File: src/rtl/sync_fifo.sv
// Single-clock FIFO of 2**ADDR_LEN words with registered read data and full/empty flags.
// Define FIFO_STATUS_EN to add fill_count, wr_overflow and rd_underflow outputs.
module sync_fifo #(
    parameter int DATA_LEN = 8,
    parameter int ADDR_LEN = 3
) (
    input  logic                clk,
    input  logic                rst,
    input  logic                wr_en,
    input  logic [DATA_LEN-1:0] wr_data,
    input  logic                rd_en,
    output logic [DATA_LEN-1:0] rd_data,
    output logic                wr_full,
    output logic                rd_empty
`ifdef FIFO_STATUS_EN
    ,
    output logic [ADDR_LEN:0]   fill_count,
    output logic                wr_overflow,
    output logic                rd_underflow
`endif
);

    localparam int DEPTH = 1 << ADDR_LEN;

    logic [DATA_LEN-1:0] mem [DEPTH];
    logic [ADDR_LEN:0]   wr_ptr;
    logic [ADDR_LEN:0]   rd_ptr;
    logic                wr_acc;
    logic                rd_acc;

    // Extra MSB distinguishes full (lap ahead) from empty (same lap).
    assign rd_empty = (wr_ptr == rd_ptr);
    assign wr_full  = (wr_ptr[ADDR_LEN] != rd_ptr[ADDR_LEN]) &&
                      (wr_ptr[ADDR_LEN-1:0] == rd_ptr[ADDR_LEN-1:0]);

    assign wr_acc = wr_en && !wr_full;
    assign rd_acc = rd_en && !rd_empty;

    always_ff @(posedge clk) begin
        if (!rst && wr_acc)
            mem[wr_ptr[ADDR_LEN-1:0]] <= wr_data;
    end

    always_ff @(posedge clk) begin
        if (rst) begin
            wr_ptr  <= '0;
            rd_ptr  <= '0;
            rd_data <= '0;
        end else begin
            if (wr_acc)
                wr_ptr <= wr_ptr + 1'b1;
            if (rd_acc) begin
                rd_data <= mem[rd_ptr[ADDR_LEN-1:0]];
                rd_ptr  <= rd_ptr + 1'b1;
            end
        end
    end

`ifdef FIFO_STATUS_EN
    assign fill_count = wr_ptr - rd_ptr;

    always_ff @(posedge clk) begin
        if (rst) begin
            wr_overflow  <= 1'b0;
            rd_underflow <= 1'b0;
        end else begin
            wr_overflow  <= wr_en && wr_full;
            rd_underflow <= rd_en && rd_empty;
        end
    end
`endif

endmodule

File: config.mk
export PLATFORM = sky130hd
export DESIGN_NAME = sync_fifo
export DESIGN_NICKNAME = d
export VERILOG_FILES = /design/src/rtl/sync_fifo.sv
export SDC_FILE = /design/constraint.sdc
export NUM_CORES = 1
export LEC_CHECK = 0
export CAP_MARGIN = 20
export CORE_MARGIN = 8
export CORE_UTILIZATION = 36
export CTS_CLUSTER_SIZE = 14
export DETAILED_ROUTE_END_ITERATION = 8
export SLEW_MARGIN = 20
export SYNTH_ARGS = -nofsm -noshare
export SYNTH_HDL_FRONTEND = slang
export SYNTH_SLANG_ARGS = --single-unit
File: constraint.sdc
create_clock -name clk -period 5.89 [get_ports clk]
set_input_delay 1.4725 -clock clk [delete_from_list [all_inputs] [get_ports clk]]
set_output_delay 1.4725 -clock clk [all_outputs]
set_load 0.01 [all_outputs]
==> results.py <==
metrics = {
    "power_and_ir_drop": {
        "vdd_drop_max_uv": 148,
        "pwr_density_cell_mw_per_mm2": 346,
        "p_leak_nw": 1.17,
    },
    "cells_and_area": {
        "drive_above_1_share_pct": 27.0,
        "syn_to_final_growth_pct": 15.9,
        "final_util_pct": 42.1,
        "postLayoutCellArea_mm2": 0.00381,
        "n_antenna_cell": 0,
        "nets": 220,
        "stdcell_count": 322,
    },
    "job": {
        "max_cap_viol_count": 0,
    },
    "clock_network": {
        "insertion_delay_ns": 0.35,
        "cts_tree": "done",
        "root_buffer": "clkbuf_8",
        "postCtsResizedCells": 0,
        "cts_max_level": 3,
        "cts_hold_buf": 0,
        "clock_sinks": 80,
        "numCtsBuffers": 9,
        "clkTransAtPathRegs_ns": 0.09,
        "post_cts_buffers": 0,
        "clock_path_buffers": 2,
    },
    "synthesis": {
        "netlist_instances": 183,
        "synth_seq_cells": 80,
        "seq_area_frac_synth_pct": 68.2,
        "synth_fa_ha_area_share_pct": 0.761,
        "syn_nets": 197,
        "synth_xor_area_share_pct": 2.89,
        "synth_top_family_by_area": "multiplexers",
        "syn_area_per_cell_um2": 18.0,
        "synth_mux_area_share_pct": 14.0,
        "synth-compound-area-share_pct": 5.44,
        "yosys_warnings": 0,
        "syn_area_mm2": 0.00329,
        "ys_types": 35,
        "yosys.area_share.simple_pct": 5.48,
    },
    "worst_setup_path": {
        "critical_path_class": "reg2out",
        "critPathRequiredTime_ns": 4.42,
        "setup.worst_path.start_class": "flop",
        "cp_max_fo": 12,
        "critPathSlowestCell": "dfxtp_1",
        "cp_slowest_stage_delay_ns": 0.79,
        "path_cells": "xor2_2 -> or2_2 -> nor3_1 -> clkdlybuf4s50_1",
        "cp-end-kind": "output port",
        "worstPathArrival_ns": 2.43,
    },
    "placement": {
        "placed_cell_area_mm2": 0.00359,
        "gp_congestion": 0.755,
        "hpwl_mm": 4.07,
        "io_buffers": 21,
        "place_inst": 306,
    },
    "floorplanning": {
        "dieArea_mm2": 0.0125,
        "fp-row-count": 35,
        "fp.dieW_um": 112,
        "chipHeight_um": 112,
        "core_mm2": 0.00906,
        "io_pins": 22,
        "start_util_pct": 36.3,
    },
    "timing": {
        "grt_setup_unrepaired": "false",
        "slew_violations": 0,
        "fmax_mhz": 257,
        "setup_viol": 0,
        "min_period_ns": 3.90,
        "finalCritPeriodShare_pct": 66.2,
        "slew_headroom_pct": 31.0,
        "worstMarginPinSlew_ns": 1.03,
        "finalSetupTns_ns": 0,
        "final_hold_viol_count": 0,
        "finalClockSkew_ns": 0.00712,
    },
    "worst_hold_path": {
        "hold_path_class": "reg2reg",
    },
    "grt": {
        "antenna_found_initial": 0,
        "grt_pass1_vias": 1705,
        "grt_use_total_pct": 10.5,
        "gr-total-overflow": 0,
        "grt_max_degree": 21,
        "grt_pass1_wl_mm": 9.69,
    },
    "drt": {
        "first_pass_iters": 4,
        "viasPerCell": 5.02,
        "drt_iter0_drc": 66,
        "wire_per_inst_um": 18.9,
        "wirelength_mm": 6.08,
        "remaining_drc_errors": 0,
        "postRouteAntennaNets": 0,
        "vias": 1617,
    },
    "status": {
        "status": "finished clean",
    },
}
==> cell usage after synthesis <==
cell type / number / area (um^2)
o21ai_0: 1 / 5.00
nor2_2: 2 / 12.5
dfxtp_1: 16 / 320
nand2_1: 3 / 11.3
nor3_1: 2 / 10.0
or2_2: 2 / 12.5
buf_4: 2 / 15.0
o41ai_1: 1 / 8.76
nand2b_1: 2 / 12.5
xor2_1: 2 / 17.5
nor2_1: 15 / 56.3
xor2_4: 1 / 27.5
mux4_2: 16 / 360
or3_1: 2 / 12.5
xnor2_1: 2 / 17.5
edfxtp_1: 64 / 1920
mux2i_1: 10 / 100
a211oi_2: 8 / 100
o21ai_1: 1 / 5.00
o41ai_2: 1 / 16.3
clkbuf_1: 1 / 3.75
xor2_2: 2 / 32.5
or3b_4: 1 / 11.3
nor4_1: 4 / 25.0
a31o_1: 1 / 8.76
buf_6: 6 / 67.6
buf_2: 2 / 10.0
buf_1: 1 / 3.75
nand3_1: 2 / 10.0
or2_1: 1 / 6.26
o41a_1: 1 / 11.3
a21oi_1: 3 / 15.0
inv_1: 2 / 7.51
ha_1: 2 / 25.0
a21oi_2: 1 / 8.76
==> stage by stage <==
stage / power, mW / worst slack [ns] / hold WS [ns]
detailed placement: 0.885 / 1.84 / 0.520
floorplan: 0.821 / 2.66 / 0.494
global placement: 0.883 / 1.96 / 0.507
CTS: 1.34 / 1.97 / 0.533
global route: 1.37 / 1.85 / 0.571
finish: 1.32 / 1.99 / 0.521
==> worst max-delay path, delay by kind of cell, from the launching register on <==
| family | cells | cell delay, ns |
|---|---|---|
| flip-flops | 1 | 0.79 |
| buffers and inverters | 1 | 0.56 |
| AND/OR/NAND/NOR | 2 | 0.51 |
| XOR/XNOR | 1 | 0.20 |
==> placed cells by master (no fill, tap or decap), drive strengths merged <==
master         instances
edfxtp                64
clkdlybuf4s50         21
nor2                  17
mux4                  16
dfxtp                 16
mux2i                 10
clkbuf                 9
a211oi                 8
inv                    5
xor2                   5
nor4                   4
a21oi                  4
nand2                  3
buf                    3
or2                    3
xnor2                  2
nor3                   2
nand2b                 2
nand3                  2
or3                    2
ha                     2
bufinv                 2
o41ai                  2
o21ai                  2
or3b                   1
o41a                   1
a31o                   1
clkinv                 1
clkinvlp               1
==> final cells by class <==
class                      count  area (um^2)
clock buffer                   9          124
timing repair buffer          24          233
sequential                    80         2240
clock inverter                 7          103
multi-input combinational     89          965
inverter                       2         7.51
fill                         795         5250
tap                          111          139
==> state kept, by name, indices dropped and copies added, names as in the netlist <==
signal and count:
rd_data 8, wr_ptr 4, rd_ptr 4, mem 64
==> layer usage <==
metal	GRT usage (%)	part of all wire [%]
met2	16.7	49
met5	0	0
met4	4.10	1.5
met1	12.6	45
met3	3.79	4.2
==> kinds of logic after synthesis <==
| kind of cell | count (synthesis) |
|---|---|
| compound gates | 18 |
| mux | 26 |
| flops | 80 |
| simple gates | 36 |
| fa+ha+maj | 2 |
| buf+inv | 14 |
| xor+xnor | 7 |
==> power by group <==
| part | switching, mW | internal, mW | total, mW |
|---|---|---|---|
| Sequential | 0.0194 | 0.632 | 0.652 |
| Combinational | 0.108 | 0.108 | 0.215 |
| Clock | 0.208 | 0.244 | 0.452 |
| Total | 0.335 | 0.984 | 1.32 |
==> final timing paths <==
| check | from | end | slack (ns) | depth (start not counted) |
|---|---|---|---|---|
| hold reg to reg | rd_ptr[3] | rd_ptr[3] | 0.52 | 2 |
| setup reg to reg | rd_ptr[1] | mem[7][6] | 3.30 | 5 |
| setup / recovery | rd_ptr[1] | rd_empty | 1.99 | 4 |
| hold / removal | rd_ptr[3] | rd_ptr[3] | 0.52 | 2 |
No activity file was read; power rests on OpenSTA's default activity.
